## config.mk

```make
export PLATFORM = sky130hd
export DESIGN_NAME = instr_sequencer
export DESIGN_NICKNAME = d
export VERILOG_FILES = /design/src/rtl/instr_sequencer.sv
export SDC_FILE = /design/constraint.sdc
export NUM_CORES = 1
export LEC_CHECK = 0
export ABC_AREA = 1
export CAP_MARGIN = 20
export CORE_MARGIN = 2
export CORE_UTILIZATION = 44
export CTS_CLUSTER_DIAMETER = 100
export DETAILED_ROUTE_END_ITERATION = 8
export PLACE_DENSITY_LB_ADDON = 0.12
export SLEW_MARGIN = 20
export SYNTH_ARGS = -nofsm -noshare
export SYNTH_HDL_FRONTEND = slang
export SYNTH_SLANG_ARGS = --single-unit
```

## constraint.sdc

```tcl
create_clock -name clock_reg -period 1.7 [get_ports clock_reg]
set_input_delay 0.425 -clock clock_reg [delete_from_list [all_inputs] [get_ports clock_reg]]
set_output_delay 0.425 -clock clock_reg [all_outputs]
set_load 0.02 [all_outputs]
```

## src/rtl/instr_sequencer.sv

```systemverilog
// Multicycle fetch/decode/control sequencer for the register_8BITS + MUX_2X1 + ULA datapath.
// Instruction flow: FETCH -> WAIT (ROM latency) -> EXEC -> [WB] -> FETCH, with a sticky HALT.
module instr_sequencer #(
  parameter int PC_W    = 8,
  parameter int INSTR_W = 24
) (
  input  logic               clock_reg,
  input  logic               reset,
  input  logic               run,
  input  logic [INSTR_W-1:0] imem_data,
  input  logic               ula_zero,
  output logic [PC_W-1:0]    imem_addr,
  output logic               reg_we,
  output logic [2:0]         reg_wa,
  output logic [2:0]         reg_ra1,
  output logic [2:0]         reg_ra2,
  output logic               alu_src,
  output logic [2:0]         ula_ctrl,
  output logic [7:0]         imm_out,
  output logic [PC_W-1:0]    pc,
  output logic               halted,
  output logic [2:0]         state_dbg
);

  typedef enum logic [2:0] {
    S_FETCH = 3'd0,
    S_WAIT  = 3'd1,
    S_EXEC  = 3'd2,
    S_WB    = 3'd3,
    S_HALT  = 3'd4
  } state_t;

  localparam logic [1:0] OP_ALU_REG = 2'b00;
  localparam logic [1:0] OP_ALU_IMM = 2'b01;
  localparam logic [1:0] OP_BEQZ    = 2'b10;
  localparam logic [1:0] OP_HALT    = 2'b11;

  state_t             state_q, state_d;
  logic [PC_W-1:0]    pc_q, pc_d;
  logic [INSTR_W-1:0] ir_q, ir_d;

  logic [1:0]      op;
  logic [PC_W-1:0] branchOffset;
  logic            unused_irBits;

  assign op            = ir_q[23:22];
  assign branchOffset  = PC_W'(signed'(ir_q[7:0]));
  assign unused_irBits = ^ir_q[9:8];

  always_ff @(posedge clock_reg) begin
    if (!reset) begin
      state_q <= S_FETCH;
      pc_q    <= '0;
      ir_q    <= '0;
    end else begin
      state_q <= state_d;
      pc_q    <= pc_d;
      ir_q    <= ir_d;
    end
  end

  // run only matters in FETCH, so an instruction already under way always finishes.
  always_comb begin
    state_d = state_q;
    pc_d    = pc_q;
    ir_d    = ir_q;
    unique case (state_q)
      S_FETCH: if (run) state_d = S_WAIT;
      S_WAIT: begin
        ir_d    = imem_data;
        state_d = S_EXEC;
      end
      S_EXEC: begin
        unique case (op)
          OP_ALU_REG, OP_ALU_IMM: state_d = S_WB;
          OP_BEQZ: begin
            pc_d    = ula_zero ? pc_q + branchOffset : pc_q + PC_W'(1);
            state_d = S_FETCH;
          end
          OP_HALT: state_d = S_HALT;
          default: state_d = S_FETCH;
        endcase
      end
      S_WB: begin
        pc_d    = pc_q + PC_W'(1);
        state_d = S_FETCH;
      end
      S_HALT:  state_d = S_HALT;
      default: state_d = S_FETCH;
    endcase
  end

  // WB repeats the EXEC read-side controls so ULAResult stays stable while it is written.
  always_comb begin
    imem_addr = pc_q;
    pc        = pc_q;
    state_dbg = state_q;
    halted    = (state_q == S_HALT);
    reg_we    = 1'b0;
    reg_wa    = '0;
    reg_ra1   = '0;
    reg_ra2   = '0;
    alu_src   = 1'b0;
    ula_ctrl  = '0;
    imm_out   = '0;
    if (state_q == S_EXEC || state_q == S_WB) begin
      reg_ra1  = ir_q[15:13];
      reg_ra2  = ir_q[12:10];
      ula_ctrl = ir_q[21:19];
      imm_out  = ir_q[7:0];
      alu_src  = (op == OP_ALU_IMM);
    end
    if (state_q == S_WB) begin
      reg_we = 1'b1;
      reg_wa = ir_q[18:16];
    end
  end

endmodule

```

==> results of run 1 <==
kinds of logic (layout without fill, tap and decap cells):
family	count (synthesis)	in the layout	synth area share
buffers and inverters	64	141	0.145
flip-flops	33	33	0.347
adder cells (fa/ha/maj)	9	9	0.0631
AND/OR/NAND/NOR	98	98	0.224
AO/OA/AOI/OAI	73	73	0.203
XOR/XNOR	4	4	0.0184
what timing repair did:
action	4_1_cts	5_1_grt
setup endpoints to repair	42	22
gates resized for setup	94	21
hold buffers	0	0
buffers inserted	1	0
layout make-up:
type / count / area share
multi-input cells: 184 / 0.369
repair buffers: 85 / 0.260
flip-flops and latches: 33 / 0.248
inverters: 48 / 0.0682
clock buffers: 5 / 0.0257
well taps: 50 / 0.0234
clock inverters: 3 / 0.00654
registers in the layout, summed over array words and instances, names as in the netlist:
register and count:
imem_addr 8, ir_q 22, state_dbg 3
synth_stat cells:
cell	instances	area share
ha_1	8	0.053
nor3_2	1	0.0053
nand2_4	1	0.0059
buf_2	3	0.0079
nor4_1	1	0.0033
inv_2	4	0.0079
nand2_2	1	0.0033
a31oi_1	2	0.0066
fa_1	1	0.011
xor2_1	3	0.014
inv_1	43	0.085
clkbuf_1	2	0.0039
a21oi_4	1	0.0085
nor2_1	36	0.071
nand3_2	2	0.011
o211ai_1	1	0.0039
buf_4	8	0.032
nand3_1	11	0.029
nor3_1	4	0.011
buf_1	3	0.0059
nand2_1	38	0.075
o21ai_0	22	0.058
nand4_1	3	0.0099
inv_4	1	0.0033
o21ai_1	9	0.024
o22ai_1	1	0.0033
o21bai_1	1	0.0039
dfxtp_1	33	0.35
xnor2_1	1	0.0046
a21oi_1	36	0.095
metrics by stage:
stage	cell area, um^2	std cells	setup TNS (ps)
3_3_place_gp	2680	399	-1750
4_1_cts	2780	408	-44.9
2_1_floorplan	1900	281	0
3_5_place_dp	2680	399	-1910
6_report	2680	408	0
5_1_grt	2680	408	-71.5
routing by layer:
| metal | vias to the layer above | share of wire | global-route usage |
|---|---|---|---|
| met5 | - | 0 | 0 |
| met4 | 0 | 0.0091 | 0.0641 |
| met3 | 5 | 0.071 | 0.0741 |
| met2 | 56 | 0.46 | 0.317 |
| met1 | 842 | 0.46 | 0.241 |
| li1 | 1063 | - | - |
power breakdown:
part / leakage, nW / switching (mW) / total, mW / internal [mW]
Clock: 0.0439 / 0.308 / 0.590 / 0.282
Sequential: 0.271 / 0.0511 / 0.907 / 0.855
Combinational: 0.977 / 0.322 / 0.564 / 0.242
worst max-delay path: stages (launching register included):
cell	delay [ps]
dfxtp_1	350
inv_2	90
nor3_1	220
clkdlybuf4s15_2	300
path summary, 6_finish.rpt:
check | startpoint | end | slack, ps | cells past startpoint
worst max register to register | imem_addr[0]$_SDFFE_PN0P_ | imem_addr[4]$_SDFFE_PN0P_ | 120 | 7
worst max-delay path | state_dbg[2]$_SDFFE_PN0P_ | halted | 20 | 3
worst min-delay path | ir_q[10]$_SDFFE_PN0P_ | ir_q[10]$_SDFFE_PN0P_ | 450 | 2
worst min register to register | ir_q[10]$_SDFFE_PN0P_ | ir_q[10]$_SDFFE_PN0P_ | 450 | 2
==> flow_summary.json, run 1 <==
{
  "grt_pass1_vias": 1730,
  "critical_path.max_fanout": 4,
  "layout_commonest_cell": "inv_1",
  "dieHeight_um": 69.8,
  "netlist_area_um2": 1900,
  "syn_nets": 318,
  "areaGrowthSynthToFinish_pct": 40.7,
  "viasPerCell": 4.82,
  "setup_viol_count_final": 0,
  "pre_cts_ws_ps": -148,
  "start_util": 0.466,
  "yosysWarnings": 0,
  "cts_buffer_depth": 2,
  "clock-sinks": 33,
  "seq_area_frac_synth": 0.347,
  "clk_pin_slew_ps": 70,
  "grt_setup_unrepaired": "true",
  "io_buffers": 67,
  "final_cell_mix": "43 x inv_1, 38 x nand2_1, 36 x nor2_1, 36 x a21oi_1, 31 x dfxtp_1",
  "drtAntennaViolNets": 0,
  "cp_data_arrival_time_ps": 1260,
  "rows": 23,
  "layout-drive-gt1-share": 0.176,
  "ir_drop_mv": 0.457,
  "cts_tree": "done",
  "drt_first_iter_violations": 142,
  "powerDensity_nw_per_um2": 770,
  "drt-total-wl_mm": 4.61,
  "regArea_um2": 663,
  "min_path_type": "reg2reg",
  "grt_start_max_net_pins": 46,
  "place_hpwl_mm": 3.47,
  "fin_ws_ps": 16.0,
  "fin_hold_ws_ps": 449,
  "power_leakage_nw": 1.29,
  "wl_per_cell_um": 11.3,
  "final_core_util": 0.655,
  "gp_congestion": 0.817,
  "core_area_um2": 4090,
  "grt_overflow": 0,
  "final_nets": 394,
  "syn-instance-count": 281,
  "dieArea_um2": 4870,
  "antennaDiodeCount": 0,
  "insertion_delay_ps": 290,
  "multiInputGateArea_um2": 987,
  "path_class": "reg2out",
  "layout_min_cycle_time_ps": 1680,
  "max_slew_margin": 0.806,
  "route.detailed.drc": 0,
  "drv_slew": 0,
  "ys_types": 30,
  "period_share": 0.991,
  "total_power_mw": 2.06,
  "vias": 1966,
  "finalHoldViolCount": 0,
  "critPathRequiredTime_ps": 1270,
  "fin_worst_skew_ps": 5.53,
  "grt_first_pass_wirelength_mm": 7.67,
  "cts_root_buf": "clkbuf_8",
  "fillers": 380,
  "firstDrtPassIters": 4,
  "numCtsBuffers": 5,
  "status": "complete, no violations",
  "cp-start-kind": "flip-flop",
  "antenna_found_initial": 0,
  "ios": 70,
  "max_freq_ghz": 0.594,
  "die_w_um": 69.8,
  "cap_violations": 0,
  "grt.total_usage": 0.197,
  "cp-end-kind": "output port",
  "ys_ff_latch": 33,
  "worst_pin_slew_ps": 289,
  "cts_max_level": 2,
  "synth.avg_cell_area_um2": 6.77
}
Note: power is estimated with default switching activity, not from simulation.
==> run 2: changes to the inputs <==
--- a/config.mk
+++ b/config.mk
@@ -7,8 +7,7 @@
 export LEC_CHECK = 0
 export ABC_AREA = 1
 export CAP_MARGIN = 20
-export CORE_MARGIN = 2
-export CORE_UTILIZATION = 44
+export CORE_UTILIZATION = 40
 export CTS_CLUSTER_DIAMETER = 100
 export DETAILED_ROUTE_END_ITERATION = 8
 export PLACE_DENSITY_LB_ADDON = 0.12
==> constraint.sdc (replaced) <==
create_clock -name clock_reg -period 1.45 [get_ports clock_reg]
set_input_delay 0.3625 -clock clock_reg [delete_from_list [all_inputs] [get_ports clock_reg]]
set_output_delay 0.3625 -clock clock_reg [all_outputs]
set_load 0.02 [all_outputs]
==> run 2 against run 1 <==
The run now ends with DRC, setup timing left. Design area grew 25%. Die area grew 3.5%. Register-to-register slack lost 190 ps. Via count grew 12%. Hold slack gained 1.6 ps. Largest cell class unchanged.
==> flow_summary.json, run 2 (synthesis gave the netlist of run 1 again) <==
{
  "cp_data_arrival_time_ps": 1200,
  "dieHeight_um": 71.0,
  "viasPerCell": 4.95,
  "powerDensity_nw_per_um2": 865,
  "power_leakage_nw": 1.48,
  "ir_drop_mv": 0.654,
  "reg2reg_slack_ps": -70,
  "layout-drive-gt1-share": 0.380,
  "ios": 70,
  "wl_per_cell_um": 13.1,
  "antennaDiodeCount": 0,
  "largest_reg_flops": 22,
  "cts_buffer_depth": 2,
  "min_path_type": "reg2reg",
  "grt.total_usage": 0.209,
  "grt_overflow": 0,
  "top_register": "ir_q",
  "crit_start": "state_dbg[1]$_SDFFE_PN0P_",
  "clk_pin_slew_ps": 70,
  "max_freq_ghz": 0.638,
  "start_util": 0.425,
  "cts_tree": "done",
  "grt_pass1_vias": 1846,
  "gp_congestion": 0.807,
  "reg2reg_from": "imem_addr[0]$_SDFFE_PN0P_",
  "pre_cts_ws_ps": -275,
  "fin_ws_ps": -117,
  "place_hpwl_mm": 3.64,
  "cap_violations": 0,
  "drv_slew": 0,
  "critPathRequiredTime_ps": 1090,
  "core_area_um2": 4470,
  "insertion_delay_ps": 290,
  "status": "finished with violations",
  "cts_max_level": 2,
  "areaGrowthSynthToFinish_pct": 75.4,
  "period_share": 1.08,
  "vias": 2197,
  "final_core_util": 0.746,
  "numCtsBuffers": 5,
  "worst_pin_slew_ps": 322,
  "cp-end-kind": "output port",
  "layout_commonest_cell": "buf_4",
  "route.detailed.drc": 4,
  "max_slew_margin": 0.783,
  "grt_first_pass_wirelength_mm": 8.21,
  "setup_viol_count_final": 26,
  "fin_worst_skew_ps": 4.90,
  "cts_root_buf": "clkbuf_8",
  "die_w_um": 71.0,
  "io_buffers": 67,
  "crit_path_end": "reg_ra2[1]",
  "dieArea_um2": 5040,
  "grt_setup_unrepaired": "true",
  "rows": 24,
  "final_cell_mix": "53 x buf_4, 42 x inv_1, 34 x a21oi_1",
  "path_class": "reg2out",
  "cp-start-kind": "flip-flop",
  "clock-sinks": 33,
  "drt_first_iter_violations": 100,
  "rr_worst_depth": 7,
  "drt-total-wl_mm": 5.82,
  "worstReg2RegEnd": "imem_addr[4]$_SDFFE_PN0P_",
  "violations": "DRC, setup timing",
  "drtAntennaViolNets": 0,
  "antenna_found_initial": 0,
  "layout_min_cycle_time_ps": 1570,
  "final_nets": 429,
  "finalHoldViolCount": 0,
  "grt_start_max_net_pins": 46,
  "critical_path.max_fanout": 7,
  "firstDrtPassIters": 9
}
==> run 2: report_power, final <==
part | internal [mW] | total (mW) | switching, mW | leakage [nW]
registers | 1.01 | 1.08 | 0.0754 | 0.277
logic | 0.462 | 0.958 | 0.496 | 1.15
clock network | 0.499 | 0.846 | 0.347 | 0.0540
==> run 2: how the worst min path moves through the flow <==
stage	from	endpoint	slack, ps	cells after the start
5_1_grt	ir_q[21]$_SDFFE_PN0P_	ir_q[21]$_SDFFE_PN0P_	470	2
4_1_cts	ir_q[20]$_SDFFE_PN0P_	ir_q[20]$_SDFFE_PN0P_	450	2
6_report	ir_q[10]$_SDFFE_PN0P_	ir_q[10]$_SDFFE_PN0P_	450	2
2_1_floorplan	ir_q[15]$_SDFFE_PN0P_	ir_q[15]$_SDFFE_PN0P_	430	2
3_3_place_gp	ir_q[20]$_SDFFE_PN0P_	ir_q[20]$_SDFFE_PN0P_	440	2
3_5_place_dp	ir_q[20]$_SDFFE_PN0P_	ir_q[20]$_SDFFE_PN0P_	440	2
==> run 2: cell type report <==
type / instances / area (um^2)
fill: 345 / 1140
clock buffer: 5 / 68.8
sequential: 33 / 684
inverter: 48 / 190
multi-input combinational: 185 / 1230
clock inverter: 2 / 35.0
tap: 52 / 65.1
timing repair buffer: 119 / 1060
==> run 2: repair_timing <==
action	in CTS	in global routing
hold buffers	0	0
gates cloned	0	1
setup buffers	8	8
endpoints found under the setup margin	48	37
resized for setup	162	78
pin swaps	2	15
==> run 2: through the flow <==
step	TNS (ps)	power, mW	hold slack [ps]	instances	area (um^2)
3_3_place_gp	-5460	1.85	439	420	2870
3_5_place_dp	-5640	1.87	444	420	2870
2_1_floorplan	-140	1.51	430	281	1950
6_report	-1580	2.89	451	444	3340
4_1_cts	-1100	2.74	455	435	3040
5_1_grt	-4050	3.03	471	444	3340
==> run 2: worst max-delay path, stage by stage (launching register included) <==
cell and delay [ps]:
dfxtp_4 430, nand2_8 100, buf_4 150, nor2_2 90, buf_4 150
==> run 2: routing by layer <==
layer,wire (um),track usage,vias up
li1,-,-,1127
met3,297,0.0527,5
met1,2620,0.279,1008
met4,57,0.0733,0
met2,2850,0.328,57
met5,0,0,-
==> run 3: changes to the inputs <==
--- a/config.mk
+++ b/config.mk
@@ -9,9 +9,9 @@
 export CAP_MARGIN = 20
 export CORE_UTILIZATION = 40
 export CTS_CLUSTER_DIAMETER = 100
+export CTS_CLUSTER_SIZE = 8
 export DETAILED_ROUTE_END_ITERATION = 8
-export PLACE_DENSITY_LB_ADDON = 0.12
-export SLEW_MARGIN = 20
+export PLACE_DENSITY = 0.76
 export SYNTH_ARGS = -nofsm -noshare
 export SYNTH_HDL_FRONTEND = slang
 export SYNTH_SLANG_ARGS = --single-unit
==> run 3 against run 2 <==
The flow finishes with violations (setup timing). Global-route usage increased by 3.2 points. Clock power increased by 6.1%. Register-to-register slack got worse by 90 ps. Sequential cell count unchanged. Non-clock buffer count decreased by 4. Highest routed layer unchanged. Core utilization increased by 1.2 points. Critical path type unchanged. Design area increased by 1.6%. Cell count decreased by 0.45%. Largest power group unchanged.
==> flow_summary.json, run 3 (synthesis gave the netlist of run 1 again) <==
{
  "reg2reg_slack_ps": -160,
  "die_w_um": 71.0,
  "core_area_um2": 4470,
  "worst_pin_slew_ps": 313,
  "cts_tree": "done",
  "cp_data_arrival_time_ps": 1240,
  "critical_path.slowest_cell": "dfxtp_4",
  "holdPathEnd": "ir_q[17]$_SDFFE_PN0P_",
  "place_hpwl_mm": 3.49,
  "drt_first_iter_violations": 153,
  "placed_area_um2": 2810,
  "areaGrowthSynthToFinish_pct": 78.3,
  "critPathRequiredTime_ps": 1090,
  "drv_slew": 0,
  "ios": 70,
  "viasPerCell": 5.30,
  "top_register": "ir_q",
  "antenna_found_initial": 0,
  "period_share": 1.11,
  "critical_path.max_fanout": 5,
  "firstDrtPassIters": 7,
  "route.detailed.drc": 0,
  "largest_reg_flops": 22,
  "min_path_type": "reg2reg",
  "grt_start_max_net_pins": 46,
  "power_leakage_nw": 1.47,
  "rr_worst_depth": 10,
  "cts_root_buf": "clkbuf_8",
  "fin_area_um2": 3390,
  "final_cell_mix": "48 x buf_4, 42 x inv_1, 37 x nand2_1",
  "grt_first_pass_wirelength_mm": 9.47,
  "clk_pin_slew_ps": 70,
  "numCtsBuffers": 5,
  "cp_cell_sequence": "buf_12 -> nand2_8 -> buf_6 -> nor2_4 -> buf_6",
  "layout_commonest_cell": "buf_4",
  "dieHeight_um": 71.0,
  "powerDensity_nw_per_um2": 878,
  "cp-end-kind": "output port",
  "cts_max_level": 2,
  "rows": 24,
  "insertion_delay_ps": 290,
  "layout-drive-gt1-share": 0.379,
  "grt_setup_unrepaired": "true",
  "fin_ws_ps": -155,
  "cap_violations": 0,
  "worstReg2RegEnd": "imem_addr[4]$_SDFFE_PN0P_",
  "gp_congestion": 0.810,
  "slowest_delay_ps": 420,
  "min_from": "ir_q[17]$_SDFFE_PN0P_",
  "crit_top_cell": "buf_6",
  "wl_per_cell_um": 14.3,
  "clock-sinks": 33,
  "pre_cts_ws_ps": -296,
  "grt_pass1_vias": 2096,
  "place_inst": 412,
  "fin_cells": 442,
  "grt_overflow": 0,
  "setup_viol_count_final": 28,
  "fin_worst_skew_ps": 9.72,
  "antennaDiodeCount": 0,
  "reg2reg_from": "state_dbg[1]$_SDFFE_PN0P_",
  "path_class": "reg2out",
  "grt.total_usage": 0.241,
  "finalHoldViolCount": 0,
  "max_slew_margin": 0.789,
  "vias": 2344,
  "layout_min_cycle_time_ps": 1610,
  "max_freq_ghz": 0.623,
  "final_nets": 426,
  "drt-total-wl_mm": 6.31,
  "hold_buffers": 0,
  "status": "finished with violations",
  "violations": "setup timing",
  "cts_buffer_depth": 2,
  "hold_depth": 2,
  "start_util": 0.425,
  "drtAntennaViolNets": 0,
  "ir_drop_mv": 0.567,
  "dieArea_um2": 5040,
  "cp-start-kind": "flip-flop",
  "io_buffers": 67
}
[run 3: how the worst max path moves through the flow]
stage                                     end  slack [ps]  depth (start not counted)                       from
global placement                      alu_src        -270                          4  state_dbg[2]$_SDFFE_PN0P_
detailed placement                    alu_src        -300                          4  state_dbg[2]$_SDFFE_PN0P_
CTS                                reg_ra2[1]        -140                          5  state_dbg[1]$_SDFFE_PN0P_
global route        imem_addr[6]$_SDFFE_PN0P_        -180                          9  imem_addr[1]$_SDFFE_PN0P_
finish                             reg_ra2[1]        -160                          5  state_dbg[1]$_SDFFE_PN0P_
floorplan                          reg_ra2[0]         -30                          4  state_dbg[2]$_SDFFE_PN0P_
[run 3: critical path, delay by kind of cell, from the launching register on]
kind	cells	cell delay (ps)
buffers and inverters	3	370
DFF	1	420
and+or+nand+nor	2	150
[run 3: layout make-up]
class,instances,area [um^2]
clock buffer,7,86.3
clock inverter,1,30.0
fill,326,1080
inverter,48,193
multi-input combinational,186,1270
sequential,33,684
tap,52,65.1
timing repair buffer,115,1070
[run 3: per-layer routing]
layer / GRT usage / wire (um) / up-vias / share of wire
li1: - / - / 1117 / -
met1: 0.279 / 2590 / 1097 / 0.41
met2: 0.423 / 3210 / 110 / 0.51
met3: 0.0598 / 361 / 20 / 0.057
met4: 0.100 / 146 / 0 / 0.023
met5: 0 / 0 / - / 0
[run 3: repair_timing]
action,CTS,global route
gates cloned,2,0
pin swaps,8,7
gates resized for setup,186,48
buffers inserted,12,9
endpoints found under the setup margin,47,37
[run 3: per-stage QoR]
stage / util / total power, mW / setup TNS (ps) / hold WS (ps)
floorplan: - / 1.51 / -140 / 430
global placement: 0.628 / 1.83 / -4860 / 442
detailed placement: 0.628 / 1.84 / -5380 / 446
CTS: 0.706 / 2.83 / -1350 / 455
global route: 0.758 / 3.11 / -3620 / 487
finish: 0.758 / 2.98 / -2620 / 451
[run 3: power by group]
part | internal (mW) | total (mW) | switching [mW]
sequential | 1.01 | 1.08 | 0.0781
combinational | 0.477 | 0.996 | 0.519
clock | 0.560 | 0.898 | 0.338
==> RTL edit: new RTL, config.mk and constraints of run 3 <==
Register the output `imem_addr`, with the module's reset; this adds one clock of latency there. The other outputs are not delayed to match.
--- a/src/rtl/instr_sequencer.sv
+++ b/src/rtl/instr_sequencer.sv
@@ -34,6 +34,8 @@
   localparam logic [1:0] OP_ALU_IMM = 2'b01;
   localparam logic [1:0] OP_BEQZ    = 2'b10;
   localparam logic [1:0] OP_HALT    = 2'b11;
+
+  logic [PC_W-1:0] imem_addr_d;
 
   state_t             state_q, state_d;
   logic [PC_W-1:0]    pc_q, pc_d;
@@ -92,7 +94,7 @@
 
   // WB repeats the EXEC read-side controls so ULAResult stays stable while it is written.
   always_comb begin
-    imem_addr = pc_q;
+    imem_addr_d = pc_q;
     pc        = pc_q;
     state_dbg = state_q;
     halted    = (state_q == S_HALT);
@@ -116,5 +118,13 @@
     end
   end
 
+  always_ff @(posedge clock_reg) begin
+    if (!reset) begin
+      imem_addr <= '0;
+    end else begin
+      imem_addr <= imem_addr_d;
+    end
+  end
+
 endmodule
 
Check against the original RTL: not equivalent (a bounded check fails within 4 cycles, from zero or initial values and one cycle with reset low).
==> RTL edit against run 3 <==
The run still ends with setup timing left; sequential power increased by 27%; clock skew decreased by 0.0026 ns; clock power increased by 4.5%; sequential cell count increased by 8; maximum frequency increased by 2.7%; synthesized area increased by 7.6%; wire length decreased by 8.4%; cell area increased by 4.4%; core utilization decreased by 2.3 points; synthesized cell count increased by 1.4%; cell count increased by 5.9%; total power increased by 22%; setup slack improved by 0.043 ns; critical path type unchanged; critical endpoint is now reg_wa[1].
==> RTL edit: results (changes against run 3) <==
Timing
  – Setup total negative slack: -1.99 ns (was -2.62 ns)
  – Worst-margin pin slew: 0.327 ns (was 0.313 ns)
  – PnR worst setup slack: -0.112 ns (was -0.155 ns)
  – Worst Clk Skew: 0.00713 ns (was 0.00972 ns)
  – Endpoints failing setup: 27 (was 28)

Logic synthesis
  – Largest cells by area after synthesis: dfxtp_1 40%, inv_1 8.8%, a21oi_1 8.6%, nand2_1 7.3%, o21ai_0 6.4% (was dfxtp_1 35%, a21oi_1 9.5%, inv_1 8.5%, nand2_1 7.5%, nor2_1 7.1%)
  – Mapped Nets: 322 (was 318)
  – Sequential element share of the synthesized area: 40.1% (was 34.7%)
  – Avg Inst Size Synth: 7.19 µm² (was 6.77 µm²)
  – Synth unique cells: 31 (was 30)
  – Register bit total from synthesis: 41 (was 33)
  – Post-synth top cells: 48 x inv_1, 41 x dfxtp_1, 40 x nand2_1 (was 43 x inv_1, 38 x nand2_1, 36 x a21oi_1, 36 x nor2_1, 33 x dfxtp_1)

Layout
  – Fraction of area in multi-input gates: 34.7% (was 37.4%)
  – Flip-flop and latch share of the layout cell area: 23.7% (was 20.2%)
  – Clk tree area frac: 3.29% (was 3.43%)
  – Filler cells: 384 (was 326)
  – Area delta synth->final: 72.9% (was 78.3%)
  – Fin nets: 437 (was 426)

Pwr
  – Static Leak: 1.62 nW (was 1.47 nW)
  – Psw: 1.18 mW (was 0.935 mW)
  – Clock network power: 0.938 mW (was 0.898 mW)
  – Int Pwr: 2.45 mW (was 2.04 mW)

Place
  – Place WS: -0.318 ns (was -0.296 ns)
  – Final Wtd Congestion: 0.823 (was 0.810)
  – Dpl cells: 448 (was 412)
  – HPWL after DPL: 3970 µm (was 3490 µm)

CTS
  – Setup bufs post-CTS: 7 (was 12)

Detailed routing
  – Overall routed net length: 5780 µm (was 6310 µm)
  – Routed wl met3: 317 µm (was 361 µm)

GRT
  – Vias in the first global route: 2148 (was 2096)
  – GR Util All Layers: 22.0% (was 24.1%)
  – M1 GR Usage: 25.5% (was 27.9%)

Status
  – Failing checks: setup timing (unchanged)
  – Status: finished with violations (unchanged)
## RTL edit: changes by cell type after synthesis, sizes merged, moves of 2 or more
cell,delta
xor2,-2
buf,-8
inv,+4
o22ai,+2
o21ai,-5
xnor2,+3
nor3,-2
dfxtp,+8
## RTL edit: critical path: stages, from the launching register on
cell and delay [ns]:
dfxtp_2 0.33, inv_2 0.07, nand2_4 0.08, nor2_4 0.15, inv_4 0.07, nor2_4 0.09, buf_6 0.12
## RTL edit: cells by family after synthesis
logic type / share of synthesized area [%]
AOI/OAI and AO/OA: 18.1
xor gates and xnor gates: 2.14
adders and majority gates: 5.86
buffers and inverters: 11.7
DFF: 40.1
and+or+nand+nor: 22.2
## RTL edit: final timing paths
| check | start | endpoint | slack, ns | cells after the start |
|---|---|---|---|---|
| min reg2reg | ir_q[10] | ir_q[10] | 0.47 | 2 |
| max | state_dbg[2] | reg_wa[1] | -0.11 | 6 |
| max reg2reg | ir_q[0] | pc[6] | -0.09 | 9 |
| min | ir_q[10] | ir_q[10] | 0.47 | 2 |
